### src/rtl/aes_sbox_pkg.sv
// Shared AES S-box constants, FSM state type and GF(2^8) helper.
// Imported by gf256_mul and inv_sbox_iter.
package aes_sbox_pkg;

  localparam logic [7:0] INV_AFFINE_C = 8'h05;
  localparam logic [7:0] FWD_AFFINE_C = 8'h63;
  localparam logic [8:0] GF_POLY      = 9'h11B;
  localparam logic [7:0] INV_EXP      = 8'hFE;

  typedef enum logic [1:0] {
    IDLE = 2'd0,
    EXP  = 2'd1,
    DONE = 2'd2
  } state_e;

  // Multiply by x, reduced mod x^8+x^4+x^3+x+1.
  function automatic logic [7:0] gf_xtime(
    input logic [7:0] a
  );
    logic [7:0] s;
    s = {a[6:0], 1'b0};
    if (a[7]) s = s ^ GF_POLY[7:0];
    return s;
  endfunction

endpackage

### src/rtl/gf256_mul.sv
// Combinational 8x8 GF(2^8) multiplier, AES polynomial 0x11B.
// Ports: i_a, i_b operands; o_p product.
module gf256_mul
  import aes_sbox_pkg::*;
(
  input  logic [7:0] i_a,
  input  logic [7:0] i_b,
  output logic [7:0] o_p
);

  logic [7:0] w_acc;
  logic [7:0] w_sh;

  // Shift-and-add with reduction folded into each shift.
  always_comb begin
    w_acc = 8'h00;
    w_sh  = i_a;
    for (int i = 0; i < 8; i++) begin
      if (i_b[i]) w_acc = w_acc ^ w_sh;
      w_sh = gf_xtime(w_sh);
    end
  end

  assign o_p = w_acc;

endmodule

### src/rtl/inv_sbox_iter.sv
// Iterative AES inverse S-box: inverse affine, then x^254 by
// square-and-multiply, one exponent bit per cycle.
// Ports: clk, rst (sync, active-high); in_data/in_valid/in_ready
// input handshake; out_data/out_valid/out_ready output handshake;
// out_err self-check flag (only live with INV_SBOX_CHECK_EN).
module inv_sbox_iter
  import aes_sbox_pkg::*;
(
  input  logic       clk,
  input  logic       rst,
  input  logic [7:0] in_data,
  input  logic       in_valid,
  output logic       in_ready,
  output logic [7:0] out_data,
  output logic       out_valid,
  input  logic       out_ready,
  output logic       out_err
);

  state_e     r_state;
  logic [2:0] r_cnt;
  logic [7:0] r_t;
  logic [7:0] r_r;
  logic [7:0] r_out;
  logic       r_valid;
  logic       r_err;

  logic [7:0] w_t;
  logic [7:0] w_sq;
  logic [7:0] w_mulb;
  logic [7:0] w_next;
  logic       w_err;

  // Inverse affine transform.
  always_comb begin
    w_t = 8'h00;
    for (int i = 0; i < 8; i++) begin
      w_t[i] = in_data[(i + 2) % 8]
             ^ in_data[(i + 5) % 8]
             ^ in_data[(i + 7) % 8]
             ^ INV_AFFINE_C[i];
    end
  end

  gf256_mul u_sq (
    .i_a (r_r),
    .i_b (r_r),
    .o_p (w_sq)
  );

  assign w_mulb = INV_EXP[r_cnt] ? r_t : 8'h01;

  gf256_mul u_mul (
    .i_a (w_sq),
    .i_b (w_mulb),
    .o_p (w_next)
  );

`ifdef INV_SBOX_CHECK_EN
  logic [7:0] w_p;

  gf256_mul u_chk (
    .i_a (r_t),
    .i_b (w_next),
    .o_p (w_p)
  );

  // t * t^-1 must be 1; zero maps to zero.
  assign w_err = (r_t != 8'h00) ? (w_p != 8'h01)
                                : (w_next != 8'h00);
`else
  assign w_err = 1'b0;
`endif

  always_ff @(posedge clk) begin
    if (rst) begin
      r_state <= IDLE;
      r_cnt   <= 3'd0;
      r_t     <= 8'h00;
      r_r     <= 8'h01;
      r_out   <= 8'h00;
      r_valid <= 1'b0;
      r_err   <= 1'b0;
    end else begin
      unique case (r_state)
        IDLE: begin
          if (in_valid) begin
            r_t     <= w_t;
            r_r     <= 8'h01;
            r_cnt   <= 3'd7;
            r_state <= EXP;
          end
        end
        EXP: begin
          r_r   <= w_next;
          r_cnt <= r_cnt - 3'd1;
          if (r_cnt == 3'd0) begin
            r_out   <= w_next;
            r_err   <= w_err;
            r_valid <= 1'b1;
            r_state <= DONE;
          end
        end
        DONE: begin
          if (out_ready) begin
            r_valid <= 1'b0;
            r_err   <= 1'b0;
            r_state <= IDLE;
          end
        end
        default: r_state <= IDLE;
      endcase
    end
  end

  assign in_ready  = (r_state == IDLE) & ~rst;
  assign out_data  = r_out;
  assign out_valid = r_valid;
  assign out_err   = r_err;

endmodule

### config.mk
export PLATFORM = sky130hd
export DESIGN_NAME = inv_sbox_iter
export DESIGN_NICKNAME = d
export VERILOG_FILES = /design/src/rtl/aes_sbox_pkg.sv /design/src/rtl/gf256_mul.sv /design/src/rtl/inv_sbox_iter.sv
export SDC_FILE = /design/constraint.sdc
export NUM_CORES = 1
export LEC_CHECK = 0
export ABC_AREA = 1
export BUFFER_PORTS_ARGS = -buffer_cell sky130_fd_sc_hd__buf_2
export CAP_MARGIN = 20
export CORE_MARGIN = 2
export CORE_UTILIZATION = 45
export CTS_CLUSTER_SIZE = 12
export DETAILED_ROUTE_END_ITERATION = 7
export GPL_ROUTABILITY_DRIVEN = 0
export GPL_TIMING_DRIVEN = 0
export PLACE_DENSITY = 0.69
export SETUP_SLACK_MARGIN = 0.3
export SLEW_MARGIN = 20
export SYNTH_ARGS = -nofsm -noshare
export SYNTH_HDL_FRONTEND = slang
export SYNTH_SLANG_ARGS = --single-unit
### constraint.sdc
create_clock -name clk -period 3 [get_ports clk]
set_input_delay 0.45 -clock clk [delete_from_list [all_inputs] [get_ports clk]]
set_output_delay 0.45 -clock clk [all_outputs]
set_load 0.01 [all_outputs]
After elaboration in Yosys (flattened, before gate mapping)
Memory sizes are Yosys's and may differ from the RTL's. A register that Yosys moved wholly into a read port is not among the register bits.
Cells that the tools add are included.
{"block": "op_classes", "add_sub_neg": 1, "magnitude_cmp": 1, "eq_ne": 5, "mux": 47, "n_bitwise": 48, "reduce_logical": 9}
{"cell": "8-bit two-way mux", "n": 18}
{"cell": "8-bit bitwise XOR", "n": 14}
{"cell": "5-bit two-way mux", "n": 14}
{"cell": "4-bit inverter", "n": 14}
{"cell": "8-bit case mux with 2 select lines", "n": 1}
{"cell": "1-bit bitwise XOR", "n": 16}
{"cell": "3-bit two-way mux", "n": 3}
{"cell": "2-bit two-way mux", "n": 3}
{"cell": "2-bit inequality test, second input constant", "n": 3}
{"cell": "2-bit case mux with 3 select lines", "n": 1}
{"cell": "3-bit case mux with 2 select lines", "n": 1}
{"cell": "2-bit AND reduction", "n": 3}
{"cell": "3-bit AND reduction", "n": 2}
{"cell": "3-bit by 4-bit < comparator with 1-bit output, second input constant", "n": 1}
{"cell": "1-bit two-way mux", "n": 4}
{"cell": "1-bit case mux with 2 select lines", "n": 2}
{"cell": "2-bit nonzero test", "n": 2}
{"cell": "3-bit logical NOT", "n": 1}
{"cell": "1-bit inverter", "n": 3}
{"cell": "3-bit by 1-bit subtractor with 3-bit output, second input constant", "n": 1}
{"cell": "2-bit by 1-bit == test with 1-bit output, second input constant", "n": 1}
{"cell": "2-bit == test, second input constant", "n": 1}
{"cell": "2-bit logical NOT", "n": 1}
{"cell": "1-bit bitwise AND", "n": 1}
{"block": "word_totals", "reg_bits": 31, "mem_bits_ro": 8, "inputBits": 12, "out_inout_bits": 11, "n_memories": 1}
{"name": "(name not given)", "words": 8, "word_bits": 1, "rd": 1, "rd_ports_with_merged_regs": 1, "wr": 0, "line_no": "inv_sbox_iter.sv:51", "source": "assign w_mulb = INV_EXP[r_cnt] ? r_t : 8'h01;"}

Depth between registers and ports, before layout
{"block": "logic_depth", "ltp_word": 33, "depth_mapped": 30}

Hierarchy
A second synthesis with hierarchy kept.
{"block": "hier_totals", "hier_cells": 889, "area_unflattened_um2": 4879.7}
{"module": "gf256_mul", "n_inst": 2, "cells_per_inst": 331, "area_each_um2": 1694.1, "seq_area_each_um2": 0.0}
{"module": "inv_sbox_iter", "n_inst": 1, "cells_per_inst": 227, "area_each_um2": 1491.4, "seq_area_each_um2": 620.6}

Worst setup path after synthesis
No wires, ideal clock.
{"block": "synth_path", "path_kind": "register to register", "from": "register r_r[7]", "to": "register r_out[4] (netlist: out_data[4])", "arrival_time_ps": 2531, "required_ps": 2891, "slack_ps": 360, "stages_incl_launch_ff": 29, "path_buffers": 0, "period_less_slack_ps": 2640, "cell_sequence": "dfxtp_1 ha_1 inv_1 nand2_1 nand3_2 nand2_1 nand2_1 inv_1 nand2_1 nand2_1 nand2_1 nand2_2 inv_2 nand2_1 nand2_1 nand2_2 nand2_4 nor2_1 nand3_1 nand2_1 inv_2 nor2_1 nor2_2 nand2_1 nand3_1 nand2_1 nand2_1 nand2_1 inv_1"}
{"block": "synth_via", "elab_chain_len": 31}
{"element": "from (decl)", "line_no": "inv_sbox_iter.sv:23", "source": "logic [7:0] r_r;"}
{"element": "from (signal assigned)", "line_no": "inv_sbox_iter.sv:95", "source": "r_r <= w_next;"}
{"element": "5-bit two-way mux", "line_no": "aes_sbox_pkg.sv:22", "source": "if (a[7]) s = s ^ GF_POLY[7:0];"}
{"element": "8-bit bitwise XOR", "line_no": "gf256_mul.sv:19", "source": "if (i_b[i]) w_acc = w_acc ^ w_sh;"}
{"element": "8-bit two-way mux", "line_no": "gf256_mul.sv:19"}
{"element": "8-bit bitwise XOR", "line_no": "gf256_mul.sv:19"}
{"element": "8-bit two-way mux", "line_no": "gf256_mul.sv:19"}
{"element": "8-bit bitwise XOR", "line_no": "gf256_mul.sv:19"}
{"element": "8-bit two-way mux", "line_no": "gf256_mul.sv:19"}
{"element": "8-bit bitwise XOR", "line_no": "gf256_mul.sv:19"}
{"element": "(+15 left out)"}
{"element": "8-bit bitwise XOR", "line_no": "gf256_mul.sv:19"}
{"element": "8-bit two-way mux", "line_no": "gf256_mul.sv:19"}
{"element": "8-bit bitwise XOR", "line_no": "gf256_mul.sv:19"}
{"element": "8-bit two-way mux", "line_no": "gf256_mul.sv:19"}
{"element": "8-bit bitwise XOR", "line_no": "gf256_mul.sv:19"}
{"element": "8-bit two-way mux", "line_no": "gf256_mul.sv:19"}
{"element": "8-bit bitwise XOR", "line_no": "gf256_mul.sv:19"}
{"element": "8-bit two-way mux (*)", "line_no": "gf256_mul.sv:19"}
{"element": "to (signal assigned)", "line_no": "inv_sbox_iter.sv:98", "source": "r_out <= w_next;"}
{"element": "to (decl)", "line_no": "inv_sbox_iter.sv:24", "source": "logic [7:0] r_out;"}
Mark *: on every way between the ends. The rest lies on a longest branch, timed or not.
A chain may end at the register's enable or synchronous reset.

Final worst setup path
{"block": "layout_path", "from": "register r_r[7]", "to": "register r_r[7]"}
{"block": "layout_via", "elab_chain_len": 31}
{"element": "8-bit two-way mux", "line_no": "gf256_mul.sv:19"}
{"element": "8-bit bitwise XOR", "line_no": "gf256_mul.sv:19"}
{"element": "8-bit two-way mux", "line_no": "gf256_mul.sv:19"}
{"element": "8-bit bitwise XOR", "line_no": "gf256_mul.sv:19"}
{"element": "8-bit two-way mux", "line_no": "gf256_mul.sv:19"}
{"element": "8-bit bitwise XOR", "line_no": "gf256_mul.sv:19"}
{"element": "8-bit two-way mux", "line_no": "gf256_mul.sv:19"}
{"element": "8-bit bitwise XOR", "line_no": "gf256_mul.sv:19"}
{"element": "(+15 left out)"}
{"element": "8-bit two-way mux", "line_no": "gf256_mul.sv:19"}
{"element": "8-bit bitwise XOR", "line_no": "gf256_mul.sv:19"}
{"element": "8-bit two-way mux", "line_no": "gf256_mul.sv:19"}
{"element": "8-bit bitwise XOR", "line_no": "gf256_mul.sv:19"}
{"element": "8-bit two-way mux", "line_no": "gf256_mul.sv:19"}
{"element": "8-bit bitwise XOR", "line_no": "gf256_mul.sv:19"}
{"element": "8-bit two-way mux (*)", "line_no": "gf256_mul.sv:19"}
{"element": "8-bit case mux with 2 select lines (*)", "line_no": "inv_sbox_iter.sv:85", "source": "unique case (r_state)"}
Marked as above.

==> results.md <==
- Among all flip-flop cells after synthesis, the most frequent one is sky130_fd_sc_hd__dfxtp_1.
- The flow ran to the end, and the final reports show no timing, DRC or antenna violations.
- At the pin with the least slew margin, the transition time is 543 ps.
- Of the total synthesized cell area, the portion taken by AND, OR, NAND and NOR gates is 58.8%.
- The floorplan has 36 rows.
- The number of synthesized flops with an enable pin is 0.
- For this run, the post-layout net count is 910.
- Counting flops with an async set or reset pin after synthesis yields a share of 0%.
- The biggest area consumer among synthesized cells is sky130_fd_sc_hd__nand2_1.
- The final non-filler cell total is 1029.
- The classification of the worst-slack hold path is in -> reg.
- The worst pin sits at a relative slew slack of 63.8%.
- The final critical path time including I/O delays and setup is 2950 ps.
- Counting every net in the synthesized netlist gives 848.
- The multi-input logic area is 4200 sq um.
- Setup repair after global routing could not meet its margin everywhere.
- From bottom edge to top edge, the die measures 105 um.
- The detailed placement HPWL is 9.59 mm.
- The total standard cell area after synthesis is 4590 sq um.
- The arrival time of data at the critical path endpoint is 3160 ps.
- The count of fill cells added during filler insertion is 964.
- The final max-slew violation count came to 0.
- The average footprint of a synthesized cell is 5.51 sq um.
- The floorplan step defined a core boundary enclosing 9820 sq um.
- The critical path data required time is 3210 ps.
- After detailed routing, the number of vias per cell comes to 5.12.
- Pin placement for this block handled 23 I/O pins.
- The mux cell area share after synthesis is 0%.
- The final hold violation count came to 0.
- After synthesis, flip-flops and latches occupy 13.5% of the total area.
- The share of the synthesized area in compound gates (AO/OA/AOI/OAI) is 5.01%.
- In this run the tool buffered the top-level ports with 21 buffer cells.
- The dominant combinational cell family by area after synthesis is simple AND/OR/NAND/NOR gates.
- The floorplan step defined a die boundary enclosing 11000 sq um.
- The total routing usage reported by global routing is 23.9%.
- The post-synthesis share of cell area spent on xor and xnor gates is 9.24%.
- The post-route netlist has 35.3% of its cells at a drive strength greater than 1.
- The number of sinks on the clock net is 31.
- The number of synthesized register bits is 31.
- The first detailed-routing pass ran for 7 iterations.
- The distinct cell type count of the synthesized netlist is 42.
- STA classifies the critical path startpoint as a flop.
- Summing all placed instances gives a cell area of 4860 sq um.
- The clock latency on the worst-skew pair is 290 ps.
- Entering global routing, the biggest net connects 12 pins.
- The clock-pin slew reported for the worst setup and hold paths after clock tree synthesis is 70 ps.
- The deepest clock path buffer count is 2.
- In this run, the number of DRC markers left after iteration 0 of detailed routing was 313.
- The number of placed instances, taps included, is 987.
- The initial antenna violation count was 0.
- The ratio of final minimum period to clock period is 98.3%.
- The worst path setup slack after routing is 51.8 ps.
- Summing the areas of all fa, ha and maj instances in the mapped netlist gives 0.817% of the synthesized area.
- The maximum clock rate is 339 MHz.
- Summed over all layers, the global routing overflow is 0.
- The width of the die is 105 um.
- Setup violations remaining at the end of the flow were counted as 0.
- Counting the buffers created by CTS gives 5.
- In the post-synthesis netlist, the biggest area contributors are sky130_fd_sc_hd__nand2_1 (28%), sky130_fd_sc_hd__dfxtp_1 (14%), sky130_fd_sc_hd__nand3_1 (11%).
- The tree is rooted in a sky130_fd_sc_hd__clkbuf_8.
- The share of synthesized area in the top cell type comes to 27.8%.
- The CTS tree is done.
- The number of antenna diodes in the final layout is 0.
- Dividing the detail-routed wire length by the instance count gives 13.1 um.
- The final routed DRC violation total is 0.
- Once the floorplan was initialized, standard cells occupied 46.8% of the core.
- In this run the worst path has a maximum fanout of 8.
- The critical path in this run is classified as reg -> reg.
- For this block, the via count after detailed routing is 5269.
- The endpoint type of the worst setup path is a flop.
- The first global-routing pass estimated 21.9 mm of wire.
- The worst clock skew on the final layout is 4.35 ps.
- The count of max-cap constraint violations is 0.
- In the synthesized netlist, the number of instances is 833.
- The number of antenna-violating nets in the routed design is 0.
- OpenSTA, run right after detailed placement, puts the worst setup slack at -154 ps.
- For this run, the number of Yosys warnings is 0.
- After routing the design area is 6100 sq um.
- The via count of the first global-routing pass is 4866.
- In the final layout, flip-flops and latches occupy 631 sq um.
- The total detailed-routing wirelength is 13.5 mm.
- The clock tree synthesis step divided the H-tree into 2 levels.
- Compared with the post-synthesis result, the final layout area differs by 32.8%.
==> cell usage in the layout, fill, tap and decap left out, drive strengths merged, types with 2 or more instances in the layout <==
cell,instances
a21oi,20
buf,71
clkbuf,10
clkinv,5
dfxtp,31
ha,3
inv,98
nand2,384
nand3,115
nand3b,12
nand4,5
nor2,69
o21ai,15
o221ai,3
or2,2
xnor2,15
xor2,30
==> worst paths after layout <==
| kind | startpoint | end | cells past startpoint | slack, ps |
|---|---|---|---|---|
| setup / recovery | r_r[7] | r_r[7] | 20 | 50 |
| hold / removal | rst | r_cnt[1] | 3 | 440 |
| setup reg to reg | r_r[7] | r_r[7] | 20 | 50 |
| hold reg to reg | out_valid | out_valid | 2 | 470 |
==> logic make-up (layout without fill, tap and decap cells) <==
logic type	count (synthesis)	after routing
DFF	31	31
buffers and inverters	125	185
other	1	1
and+or+nand+nor	587	590
xor gates and xnor gates	45	45
AOI/OAI and AO/OA	41	41
adders and majority gates	3	3
==> registers in the layout, summed over array words and instances (netlist names), named ones only <==
signal / flops
r_state: 2
r_cnt: 3
out_valid: 1
r_r: 8
r_t: 8
out_data: 8
==> worst max-delay path: stages, from the launching register on <==
cell and delay [ps]:
sky130_fd_sc_hd__dfxtp_4 370, sky130_fd_sc_hd__buf_8 140, sky130_fd_sc_hd__clkinv_8 100, sky130_fd_sc_hd__nand2_8 110
sky130_fd_sc_hd__nand2_4 70, sky130_fd_sc_hd__nand2_4 90, sky130_fd_sc_hd__nand2_4 70, sky130_fd_sc_hd__nand2_2 80
sky130_fd_sc_hd__nand3_1 110, sky130_fd_sc_hd__nand3b_1 270, sky130_fd_sc_hd__nand2_2 150, sky130_fd_sc_hd__nand2_4 80
sky130_fd_sc_hd__nand2_2 80, sky130_fd_sc_hd__nand2_4 80, sky130_fd_sc_hd__nand2_2 190, sky130_fd_sc_hd__nor2_1 80
sky130_fd_sc_hd__xor2_1 170, sky130_fd_sc_hd__or2_1 240, sky130_fd_sc_hd__nand3b_1 130, sky130_fd_sc_hd__nand3_2 110
sky130_fd_sc_hd__a21oi_2 140
==> metrics by stage <==
stage | TNS, ps | utilization (%) | hold slack [ps]
5_1_grt | -1200 | 62.1 | 460
3_5_place_dp | -538 | 49.5 | 462
3_3_place_gp | -355 | 49.5 | 461
4_1_cts | 0 | 56.9 | 440
6_report | 0 | 62.1 | 440
2_1_floorplan | 0 | - | 487
==> metal layers <==
layer  part of all wire, %  vias up  GRT usage (%)
met5                     0        -              0
met4                   2.5        0           8.67
met3                   4.4       27           1.93
met2                    49      138           41.7
met1                    44     2396           30.5
li1                      -     2708              -
==> synthesized netlist by cell type (2+ instances only) <==
library cell               number
sky130_fd_sc_hd__xnor2_1       14
sky130_fd_sc_hd__buf_4          9
sky130_fd_sc_hd__nand3_1      102
sky130_fd_sc_hd__a21oi_1       19
sky130_fd_sc_hd__dfxtp_1       31
sky130_fd_sc_hd__o221ai_1       3
sky130_fd_sc_hd__nand2_4       10
sky130_fd_sc_hd__inv_4          3
sky130_fd_sc_hd__nand2_8        2
sky130_fd_sc_hd__inv_2         12
sky130_fd_sc_hd__xor2_2         3
sky130_fd_sc_hd__nand3b_1      12
sky130_fd_sc_hd__ha_1           3
sky130_fd_sc_hd__clkbuf_1       5
sky130_fd_sc_hd__o21ai_0       12
sky130_fd_sc_hd__or2_1          2
sky130_fd_sc_hd__nand4_1        5
sky130_fd_sc_hd__nand3_2       12
sky130_fd_sc_hd__buf_2          4
sky130_fd_sc_hd__nand2_1      340
sky130_fd_sc_hd__nor2_1        62
sky130_fd_sc_hd__inv_1         82
sky130_fd_sc_hd__nand2_2       29
sky130_fd_sc_hd__o21ai_1        3
sky130_fd_sc_hd__clkinv_1       2
sky130_fd_sc_hd__nor2_2         5
sky130_fd_sc_hd__buf_6          5
sky130_fd_sc_hd__nor2_4         2
sky130_fd_sc_hd__xor2_1        27
==> final cells by class <==
cell class | count | share of cell area (%)
clock buffer | 5 | 1.13
inverter | 101 | 6.93
buffer | 24 | 3.32
timing repair buffer | 52 | 5.99
clock inverter | 3 | 0.718
tap | 133 | 2.73
multi-input combinational | 680 | 68.8
sequential | 31 | 10.3
==> timing repair <==
item | CTS | global route
cloned | 4 | 0
hold buffers | 0 | 0
pin swaps | 53 | 55
endpoints found under the setup margin | 16 | 16
resized for setup | 110 | 106
buffers inserted | 19 | 11
Power is left out: the tool's default activity adds up to more than one toggle a clock period on the data nets, which glitch-free logic cannot reach.
